===== src/rtl/word_assembler_16b_if.sv =====
// Byte-in / word-out bus of the 16-bit word assembler.
// The upstream feeder and downstream register side share this one bundle.
interface word_assembler_16b_if;
   logic [7:0]  input_byte;
   logic        input_valid;
   logic        input_ready;
   logic        input_abort;
   logic        downstream_ready;
   logic [15:0] output_word;
   logic        output_clock_enable;
   logic        output_timeout;

   modport master (
      output input_byte, input_valid, input_abort, downstream_ready,
      input  input_ready, output_word, output_clock_enable, output_timeout
   );

   modport slave (
      input  input_byte, input_valid, input_abort, downstream_ready,
      output input_ready, output_word, output_clock_enable, output_timeout
   );
endinterface


===== src/rtl/word_assembler_16b.sv =====
// Assembles two consecutive bytes into a 16-bit word and holds it with a
// clock-enable strobe until the downstream register loads it.
module word_assembler_16b #(
   parameter bit          LOW_FIRST = 1'b1,
   parameter int unsigned TIMEOUT   = 8,
   parameter int unsigned CNT_W     = 4
) (
   input logic                 clock,
   input logic                 clear_n,
   word_assembler_16b_if.slave bus
);

   typedef enum logic [1:0] {
      IDLE     = 2'd0,
      HAVE_ONE = 2'd1,
      PRESENT  = 2'd2
   } state_t;

   // Counter value on the edge before it would reach TIMEOUT.
   localparam logic [CNT_W-1:0] CNT_LAST = CNT_W'((TIMEOUT == 0) ? 0 : TIMEOUT - 1);

   state_t           state_q;
   logic [CNT_W-1:0] cnt_q;
   logic [7:0]       hold_q;
   logic [15:0]      word_q;
   logic             ce_q;
   logic             timeout_q;
   logic [15:0]      word_d;

   always_comb begin
      word_d = LOW_FIRST ? {bus.input_byte, hold_q} : {hold_q, bus.input_byte};
   end

   // NOTE: all state uses non-blocking assignments so every register samples
   // pre-edge values regardless of statement order.
   always_ff @(posedge clock or negedge clear_n) begin
      if (!clear_n) begin
         state_q   <= IDLE;
         cnt_q     <= '0;
         hold_q    <= 8'h00;
         word_q    <= 16'h0000;
         ce_q      <= 1'b0;
         timeout_q <= 1'b0;
      end else begin
         timeout_q <= 1'b0;
         if (bus.input_abort) begin
            state_q <= IDLE;
            cnt_q   <= '0;
            ce_q    <= 1'b0;
         end else begin
            unique case (state_q)
               IDLE: begin
                  if (bus.input_valid) begin
                     hold_q  <= bus.input_byte;
                     cnt_q   <= '0;
                     state_q <= HAVE_ONE;
                  end
               end
               HAVE_ONE: begin
                  // An accept on the deadline cycle beats the timeout.
                  if (bus.input_valid) begin
                     word_q  <= word_d;
                     ce_q    <= 1'b1;
                     state_q <= PRESENT;
                  end else if (TIMEOUT != 0 && cnt_q == CNT_LAST) begin
                     cnt_q     <= '0;
                     timeout_q <= 1'b1;
                     state_q   <= IDLE;
                  end else if (TIMEOUT != 0) begin
                     cnt_q <= cnt_q + 1'b1;
                  end
               end
               PRESENT: begin
                  if (bus.downstream_ready) begin
                     ce_q    <= 1'b0;
                     state_q <= IDLE;
                  end
               end
               default: begin
                  state_q <= IDLE;
                  ce_q    <= 1'b0;
               end
            endcase
         end
      end
   end

   assign bus.input_ready         = (state_q != PRESENT);
   assign bus.output_word         = word_q;
   assign bus.output_clock_enable = ce_q;
   assign bus.output_timeout      = timeout_q;

endmodule

===== src/flat_wrapper.sv =====
// flat-port wrapper written by rule: the top's interface ports become plain ports
module word_assembler_16b_flat 
#(
   parameter bit          LOW_FIRST = 1'b1,
   parameter int unsigned TIMEOUT   = 8,
   parameter int unsigned CNT_W     = 4
)
  (clock, clear_n, bus_input_byte, bus_input_valid, bus_input_abort, bus_downstream_ready, bus_input_ready, bus_output_word, bus_output_clock_enable, bus_output_timeout);
  word_assembler_16b_if bus_i ();
  input logic clock;
  input logic clear_n;
  input wire logic [$bits(bus_i.input_byte)-1:0] bus_input_byte;
  input wire logic [$bits(bus_i.input_valid)-1:0] bus_input_valid;
  input wire logic [$bits(bus_i.input_abort)-1:0] bus_input_abort;
  input wire logic [$bits(bus_i.downstream_ready)-1:0] bus_downstream_ready;
  output wire logic [$bits(bus_i.input_ready)-1:0] bus_input_ready;
  output wire logic [$bits(bus_i.output_word)-1:0] bus_output_word;
  output wire logic [$bits(bus_i.output_clock_enable)-1:0] bus_output_clock_enable;
  output wire logic [$bits(bus_i.output_timeout)-1:0] bus_output_timeout;
  assign bus_i.input_byte = bus_input_byte;
  assign bus_i.input_valid = bus_input_valid;
  assign bus_i.input_abort = bus_input_abort;
  assign bus_i.downstream_ready = bus_downstream_ready;
  assign bus_input_ready = bus_i.input_ready;
  assign bus_output_word = bus_i.output_word;
  assign bus_output_clock_enable = bus_i.output_clock_enable;
  assign bus_output_timeout = bus_i.output_timeout;
  word_assembler_16b #(.LOW_FIRST(LOW_FIRST), .TIMEOUT(TIMEOUT), .CNT_W(CNT_W)) u_core (.clock(clock), .clear_n(clear_n), .bus(bus_i));
endmodule

===== config.mk =====
export PLATFORM = sky130hd
export DESIGN_NAME = word_assembler_16b_flat
export DESIGN_NICKNAME = d
export VERILOG_FILES = /design/src/rtl/word_assembler_16b_if.sv /design/src/rtl/word_assembler_16b.sv /design/src/flat_wrapper.sv
export SDC_FILE = /design/constraint.sdc
export NUM_CORES = 1
export LEC_CHECK = 0
export CAP_MARGIN = 30
export CORE_AREA = 4 4 61 63
export CTS_BUF_LIST = sky130_fd_sc_hd__clkbuf_16
export CTS_CLUSTER_DIAMETER = 60
export CTS_CLUSTER_SIZE = 14
export DETAILED_ROUTE_END_ITERATION = 7
export DIE_AREA = 0 0 65 67
export PLACE_DENSITY = 0.83
export RECOVER_POWER = 25
export SLEW_MARGIN = 20
export SYNTH_ARGS = -nofsm -noshare
export SYNTH_HDL_FRONTEND = slang
export SYNTH_SLANG_ARGS = --single-unit

===== constraint.sdc =====
create_clock -name clock -period 1.55 [get_ports clock]
set_input_delay 0.31 -clock clock [delete_from_list [all_inputs] [get_ports clock]]
set_output_delay 0.31 -clock clock [all_outputs]
set_load 0.01 [all_outputs]

==> impl_metrics.csv <==
group,metric,value,unit
clocking,cts_hold_buf,0,
pwr,leakage,0.818,nW
worst_setup_path,cp.arrival,1670,ps
global_route,grt_pass1_vias,1005,
clocking,clock_latency,270,ps
floorplan,die_y,67,um
worst_hold_path,hold_path.class,"reg2reg",
floorplan,num_io_pins,32,
finish,fillers,274,
timing,max_freq,661,MHz
floorplan,rows,21,
synth,yosysTopAreaCellShare,58.2,%
floorplan,die_w,65,um
timing,min_period_over_period,97.5,%
timing,report.final.slew_viol_count,0,
clocking,path_clk_slew,50,ps
drt,via_per_inst,5.08,
drt,wl_per_cell,14.5,um
floorplan,die_area,4360,um^2
timing,setup_viol,0,
finish,post-route-util,60.5,%
clocking,htree_num_levels,2,
worst_setup_path,critPathCaptureType,"flop",
worst_setup_path,crit_fanout,8,
floorplan,coreArea,3230,um^2
clocking,clock-sinks,32,
finish,final_common_cell,"dfrtp_1",
drt,first_pass_iters,2,
global_route,grt_usage,14.3,%
finish,antenna_cells,0,
clocking,cts-root-buf,"clkbuf_16",
finish,final_layout_size_suffix_gt1_share,31.7,%
finish,multi_input_area,544,um^2
drt,drtIter0Drc,21,
synth,syn_area,1380,um^2
synth,yosysTopAreaCell,"dfrtp_1",
status,status,"completed",
drt,postRouteAntennaNets,0,
floorplan,initial_utilization,42.6,%
synth,synth-seq-cells,32,
timing,skew,3.43,ps
timing,min_period,1510,ps
worst_setup_path,cp.required,1700,ps
global_route,grt_max_degree,33,
synth,synth_area_leaders,"dfrtp_1 (58%), mux2_2 (20%), a21oi_1 (1.8%)",
global_route,grt_pass1_wl,4570,um
drt,vias,971,
global_route,overflow,0,
clocking,cts_tree,"built",
place,dp_hpwl,1970,um
timing,tightest_slew,784,ps
synth,synth-warning-count,0,
finish,fin_nets,158,
place,io_buffers,31,
worst_setup_path,worstSetupPathType,"reg2reg",
finish,synthToLayoutAreaGrowth,42.1,%
drt,route.detailed.drc,0,
synth,ys_seq_area_share,58.2,%
synth,syn_inst,101,
flow_run,drv_cap,0,
pwr,peakVddDrop,0.678,mV
global_route,grt_antenna_before_repair,0,
timing,slew_headroom,47.7,%
synth,avgSynthCellArea,13.6,um^2
place,place_inst,182,
timing,tns,0,ps
clocking,clockBufferDepth,2,
worst_setup_path,start_kind,"flop",
finish,stdcell_count,191,
timing,hold_viol,0,
finish,most-common-layout-cells,"dfrtp_1 (32), clkdlybuf4s50_1 (28), mux2_2 (21)",
timing,whs,500,ps
place,gp_congestion,0.806,
drt,wl,2770,um
pwr,powerDensity,1430,nW/um^2
synth,synth_nets,115,
timing,rsz0062_at_grt,"no",
clocking,cts_buffers,5,
finish,seqCellArea,801,um^2
synth,ys_types,27,
[per-layer routing]
metal | GRT usage [%] | wire length, um | vias up
li1 | - | - | 455
met1 | 14.6 | 1090 | 480
met2 | 23.5 | 1380 | 30
met3 | 6.41 | 232 | 6
met4 | 9.76 | 66 | 0
met5 | 0 | 0 | -
[power breakdown]
group	total, W	switching [W]	internal, W
Combinational	0.000744	0.000261	0.000483
Sequential	0.00114	0.000101	0.00104
Clock	0.000906	0.000325	0.000581
Total	0.00279	0.000687	0.00210
[final cells by class]
| class | count | area share [%] |
|---|---|---|
| clock inverters | 3 | 0.704 |
| inverters | 2 | 0.384 |
| flip-flops and latches | 32 | 40.9 |
| clock buffers | 5 | 6.40 |
| repair buffers | 41 | 20.8 |
| multi-input cells | 62 | 27.8 |
| well taps | 46 | 2.94 |
[critical path, cell delays in order, from the launching register on]
cell     delay (ps)
dfrtp_1         380
or3b_4          420
nor2_4          130
buf_12          130
mux2_2          320
[logic make-up after synthesis]
| family | Yosys count | synth area share, % |
|---|---|---|
| AO/OA/AOI/OAI | 12 | 5.64 |
| AND/OR/NAND/NOR | 25 | 12.5 |
| adder cells (fa/ha/maj) | 1 | 0.909 |
| buffers and inverters | 7 | 3.09 |
| multiplexers | 24 | 19.6 |
| flip-flops | 32 | 58.2 |
[cell usage after synthesis (all sizes together)]
library cell / n
a211oi: 1
a21oi: 5
a2bb2oi: 1
a31oi: 2
buf: 3
clkbuf: 2
dfrtp: 32
ha: 1
inv: 2
mux2: 24
nand2: 4
nand2b: 3
nand3: 4
nand3b: 3
nand4b: 2
nor2: 4
nor3b: 1
nor4: 1
nor4bb: 1
o211ai: 1
o21bai: 1
o32ai: 1
or3b: 1
or4: 1
[metrics by stage]
stage	setup WS (ps)	cell area [um^2]	power (W)
floorplan	6.43	1380	0.00146
global placement	-329	1790	0.00186
detailed placement	-368	1790	0.00190
finish	38.2	1960	0.00279
global route	0.871	1960	0.00293
CTS	8.04	1960	0.00284
[what timing repair did]
action	4_1_cts	5_1_grt
endpoints found under the setup margin	25	4
gates resized for setup	6	1
pin swaps	1	1
buffers inserted	1	0
endpoints found under the hold margin	0	0
[state kept, by name (all words and copies together), names as in the netlist]
name / cells
u_core.bus.output_timeout: 1
u_core.bus.output_clock_enable: 1
u_core.cnt_q: 4
u_core.state_q: 2
u_core.hold_q: 8
u_core.bus.output_word: 16
[path summary, 6_finish.rpt]
| check | startpoint | to | slack (ps) | cells past startpoint |
|---|---|---|---|---|
| hold / removal | u_core.hold_q[6] | u_core.hold_q[6] | 500 | 1 |
| setup reg to reg | u_core.state_q[1] | u_core.hold_q[0] | 40 | 4 |
| setup / recovery | u_core.state_q[1] | u_core.hold_q[0] | 40 | 4 |
| min in group asynchronous | clear_n | u_core.bus.output_word[3] | 650 | 2 |
| max in group asynchronous | clear_n | u_core.bus.output_word[10] | 400 | 2 |
| hold reg to reg | u_core.hold_q[6] | u_core.hold_q[6] | 500 | 1 |
No activity file was read; power rests on OpenSTA's default activity.
